===== config.mk =====
export PLATFORM = sky130hd
export DESIGN_NAME = serial_rx_mmio
export DESIGN_NICKNAME = d
export VERILOG_FILES = /design/src/rtl/serial_rx_mmio.sv
export SDC_FILE = /design/constraint.sdc
export NUM_CORES = 1
export LEC_CHECK = 0
export BUFFER_PORTS_ARGS = -buffer_cell sky130_fd_sc_hd__buf_2
export CAP_MARGIN = 15
export CORE_MARGIN = 4
export CORE_UTILIZATION = 51
export CTS_BUF_LIST = sky130_fd_sc_hd__clkbuf_8
export DETAILED_ROUTE_END_ITERATION = 8
export HOLD_SLACK_MARGIN = 0.03
export MAX_ROUTING_LAYER = met4
export PLACE_DENSITY = 0.82
export SLEW_MARGIN = 20
export SYNTH_ARGS = -nofsm -noshare
export SYNTH_HDL_FRONTEND = slang
export SYNTH_SLANG_ARGS = --single-unit
export TNS_END_PERCENT = 1

===== constraint.sdc =====
create_clock -name core_clock -period 3.1 [get_ports core_clock]
set_clock_uncertainty 0.15 [all_clocks]
set_input_delay 0.62 -clock core_clock [delete_from_list [all_inputs] [get_ports core_clock]]
set_output_delay 0.62 -clock core_clock [all_outputs]
set_load 0.03 [all_outputs]

===== src/rtl/serial_rx_mmio.sv =====
// UART receiver (8N1, 2-flop synchronized line) feeding a small byte FIFO,
// exposed to the hart as a read-only MMIO data register and status register.
module serial_rx_mmio #(
    parameter int          CLKS_PER_BIT = 104,
    parameter int          FIFO_DEPTH   = 4,
    parameter logic [31:0] DATA_ADDR    = 32'h0003000C,
    parameter logic [31:0] STATUS_ADDR  = 32'h00030010
) (
    input  logic        core_clock,
    input  logic        reset,
    input  logic        serial_rx,
    input  logic [31:0] rd_addr,
    input  logic        rd_enable,
    output logic [31:0] rd_data,
    output logic        rx_not_empty
);

    localparam int TIMER_W = $clog2(CLKS_PER_BIT);
    localparam int PTR_W   = $clog2(FIFO_DEPTH);
    localparam int CNT_W   = PTR_W + 1;

    localparam logic [TIMER_W-1:0] BIT_LAST  = TIMER_W'(CLKS_PER_BIT - 1);
    localparam logic [TIMER_W-1:0] HALF_LAST = TIMER_W'(CLKS_PER_BIT / 2 - 1);
    localparam logic [CNT_W-1:0]   CNT_FULL  = CNT_W'(FIFO_DEPTH);

    typedef enum logic [1:0] {
        IDLE  = 2'd0,
        START = 2'd1,
        DATA  = 2'd2,
        STOP  = 2'd3
    } rx_state_t;

    logic               sync_1;
    logic               sync_2;
    logic               line_prev;
    logic               line;
    logic               line_fall;

    rx_state_t          state;
    logic [TIMER_W-1:0] timer;
    logic [2:0]         bit_idx;
    logic [7:0]         shift_reg;

    logic [7:0]         fifo_mem [FIFO_DEPTH];
    logic [PTR_W-1:0]   wr_ptr;
    logic [PTR_W-1:0]   rd_ptr;
    logic [CNT_W-1:0]   count;
    logic               overflow;
    logic               framing_err;
    logic               rd_enable_q;

    logic               stop_sample;
    logic               push_req;
    logic               frame_bad;
    logic               rd_event;
    logic               data_hit;
    logic               status_hit;
    logic               fifo_empty;
    logic               fifo_full;
    logic               push;
    logic               pop;
    logic               overflow_set;
    logic               status_clear;

    // Line synchronizer; line_prev gives the edge detector its history, so a
    // line that stays low after a bad stop bit cannot retrigger reception.
    always_ff @(posedge core_clock) begin
        if (reset) begin
            sync_1    <= 1'b1;
            sync_2    <= 1'b1;
            line_prev <= 1'b1;
        end else begin
            sync_1    <= serial_rx;
            sync_2    <= sync_1;
            line_prev <= sync_2;
        end
    end

    assign line      = sync_2;
    assign line_fall = line_prev & ~line;

    always_ff @(posedge core_clock) begin
        if (reset) begin
            state   <= IDLE;
            timer   <= '0;
            bit_idx <= '0;
        end else begin
            case (state)
                IDLE: begin
                    timer   <= '0;
                    bit_idx <= '0;
                    if (line_fall) state <= START;
                end
                START: begin
                    if (timer == HALF_LAST) begin
                        timer <= '0;
                        state <= line ? IDLE : DATA;
                    end else begin
                        timer <= timer + 1'b1;
                    end
                end
                DATA: begin
                    if (timer == BIT_LAST) begin
                        timer   <= '0;
                        bit_idx <= bit_idx + 1'b1;
                        if (bit_idx == 3'd7) state <= STOP;
                    end else begin
                        timer <= timer + 1'b1;
                    end
                end
                STOP: begin
                    if (timer == BIT_LAST) begin
                        timer <= '0;
                        state <= IDLE;
                    end else begin
                        timer <= timer + 1'b1;
                    end
                end
                default: begin
                    timer <= '0;
                    state <= IDLE;
                end
            endcase
        end
    end

    // Data bits arrive LSB first, so shift toward bit 0.
    always_ff @(posedge core_clock) begin
        if (state == DATA && timer == BIT_LAST) shift_reg <= {line, shift_reg[7:1]};
    end

    assign stop_sample = (state == STOP) && (timer == BIT_LAST);
    assign push_req    = stop_sample & line;
    assign frame_bad   = stop_sample & ~line;

    assign rd_event     = rd_enable & ~rd_enable_q;
    assign data_hit     = (rd_addr == DATA_ADDR);
    assign status_hit   = (rd_addr == STATUS_ADDR);
    assign fifo_empty   = (count == '0);
    assign fifo_full    = (count == CNT_FULL);
    assign pop          = rd_event & data_hit & ~fifo_empty;
    // A full FIFO still accepts a byte when the head leaves on the same edge.
    assign push         = push_req & (~fifo_full | pop);
    assign overflow_set = push_req & fifo_full & ~pop;
    assign status_clear = rd_event & status_hit;

    always_ff @(posedge core_clock) begin
        if (reset) begin
            rd_enable_q <= 1'b0;
            wr_ptr      <= '0;
            rd_ptr      <= '0;
            count       <= '0;
            overflow    <= 1'b0;
            framing_err <= 1'b0;
        end else begin
            rd_enable_q <= rd_enable;
            if (push) wr_ptr <= wr_ptr + 1'b1;
            if (pop)  rd_ptr <= rd_ptr + 1'b1;
            case ({push, pop})
                2'b10:   count <= count + CNT_W'(1);
                2'b01:   count <= count - CNT_W'(1);
                default: count <= count;
            endcase
            if (overflow_set)      overflow <= 1'b1;
            else if (status_clear) overflow <= 1'b0;
            if (frame_bad)         framing_err <= 1'b1;
            else if (status_clear) framing_err <= 1'b0;
        end
    end

    always_ff @(posedge core_clock) begin
        if (push) fifo_mem[wr_ptr] <= shift_reg;
    end

    always_comb begin
        rd_data = 32'h0;
        if (rd_enable) begin
            if (data_hit) begin
                rd_data = fifo_empty ? 32'hFFFF_FFFF : {24'h0, fifo_mem[rd_ptr]};
            end else if (status_hit) begin
                rd_data = {29'h0, framing_err, overflow, ~fifo_empty};
            end
        end
    end

    assign rx_not_empty = ~fifo_empty;

endmodule


==> metrics.txt <==
CTS Hold Bufs 0; CTS tree yes; Num CTS Buffers 9; min-delay worst type flip-flop to flip-flop; WHS 264 ps; Crit path arrival time 2180 ps; Final Hold Fails 0; post-synth top area cell edfxtp_1; R2R depth 10; CP Capture Type output port; dominant cells by area after synthesis edfxtp_1 38%, dfxtp_1 17%, mux4_2 5.7%; die width 86.5 um; Starting Density 0.528; crit share post-route 0.950; total global-route track usage 0.169; mean number of vias per cell 5.54; DRT iter0 DRCs 92; register area share after synthesis 0.554; synth cell count leaders 40 x edfxtp_1, 39 x nor2_1, 27 x dfxtp_1; wire per inst 15.4 um; EDFF count, synth 40; total gr overflow 0; post-route ant nets 0; global-route wire length before repair 9.26 mm; Max Cap Viol 0; largest net degree at the start of global routing 25; crit path kind input port to output port; area of the multi-input gates 0.00120 mm^2; CP startpoint rd_addr[21]; max reg flops 32; Mapped Area 0.00314 mm^2; Ys Warns 0; FF+latch area 0.00174 mm^2; outcome finished, final reports clean; worst setup path endpoint rd_data[8]; Leakage Power 1.40 nW; port bufs 68; Inserted Diodes 0; drt pass-1 iters 4; post-layout util 0.612; CP startpoint kind input port; Async SR Flop Fraction 0; share of cells above drive strength 1 0.379; Final nets 353; clock-pin slew on the worst setup and hold paths 70 ps; Worst-Margin Slew 542 ps; Synth Instances 255; Layout area overhead 16.1%; Worst VDD drop 0.000261 V; total nets after synthesis 299; final total power 1.67 mW; top cell type's share of synthesized area 0.382; vias in the first global route 1,951; Slew Limit Fails 0; clock sinks 67; Setup TNS Final 0 ps; post-DP HPWL 4.29 mm; library cells used by synthesis 50; crit path max fanout 12; num rows 28; Mean Syn Cell Area 12.3 um^2; Final min period 2950 ps; initial antenna violation count 0; Top Ports 69; reg2reg setup slack 730 ps; most frequent cell after synthesis edfxtp_1; CTS max path bufs 2; Die Y-Extent 86.5 um; Residual DRC 0; # fillers 486; # setup viols final 0; core box area 0.00596 mm^2; Worst Path Required 2330 ps; clk_lat worst skew 330 ps; GPL Wtd Cong 0.826; Total Wirelength 6.00 mm; Max Clk Rate 0.339 GHz; normalized max-slew margin 0.637; Inst Count DP 372; die footprint 0.00748 mm^2; reg2reg end count[2]; Yosys reg bits 67; vias post-DR 2,154; fin cells 389; Synth Flop Type edfxtp_1; PwrDens 457 mW/mm^2; CTS Root Cell clkbuf_8; H-Tree Depth 3; Worst R2R Start count[2]
-- power by group --
part | switching (mW) | internal, mW | total, mW
clock | 0.309 | 0.368 | 0.677
sequential | 0.00428 | 0.936 | 0.940
combinational | 0.0244 | 0.0251 | 0.0495
-- how the worst min path moves through the flow --
stage                 from  endpoint  slack (ps)  cells past startpoint
floorplan           sync_1      line         240                      1
global placement    sync_1      line         250                      1
detailed placement  sync_1      line         250                      1
CTS                 sync_1      line         270                      1
global route        sync_1      line         280                      1
finish              sync_1      line         260                      1
-- cells by family (layout without fill, tap and decap cells) --
group	after synthesis	count (layout)	synth area share
flops	67	67	0.554
xor+xnor	5	5	0.0139
mux	11	11	0.0677
fa+ha+maj	8	8	0.0342
compound gates	28	28	0.0741
buf+inv	41	99	0.0769
simple gates	95	96	0.179
-- per-layer routing --
metal,vias up,track usage,share of wire
li1,1037,-,-
met1,1029,0.199,0.41
met2,80,0.275,0.50
met3,8,0.0485,0.075
met4,0,0.0694,0.014
met5,-,-,0
-- critical path, cell delays in order --
cell     delay [ps]
buf_2           110
nor4_2          330
and4_2          350
nand3_2         170
nor2_2          330
buf_2           260
-- through the flow --
stage | worst slack (ps) | cell area (um^2)
2_1_floorplan | 92.3 | 3150
3_3_place_gp | 106 | 3420
3_5_place_dp | 76.4 | 3420
4_1_cts | 52.7 | 3620
5_1_grt | -21.8 | 3650
6_report | 154 | 3650
-- what timing repair did --
| action | CTS | global route |
|---|---|---|
| endpoints found under the hold margin | 0 | 0 |
| gates resized for setup | 0 | 5 |
| setup buffers | 0 | 0 |
| endpoints found under the setup margin | 0 | 32 |
-- placed cells by master, fill, tap and decap left out, types with 6 or more instances in the layout --
| cell type | n |
|---|---|
| inv_1 | 10 |
| buf_2 | 68 |
| nor2_1 | 38 |
| ha_1 | 7 |
| nand4_1 | 6 |
| mux4_2 | 8 |
| nand2_1 | 6 |
| clkbuf_8 | 9 |
| edfxtp_1 | 40 |
| dfxtp_1 | 27 |
-- cell type report --
class / count / area share
repair buffers: 73 / 0.104
flip-flops and latches: 67 / 0.478
clock inverters: 7 / 0.0189
clock buffers: 9 / 0.0340
inverters: 10 / 0.0103
well taps: 75 / 0.0257
multi-input cells: 148 / 0.330
Note: power is estimated with default switching activity, not from simulation.
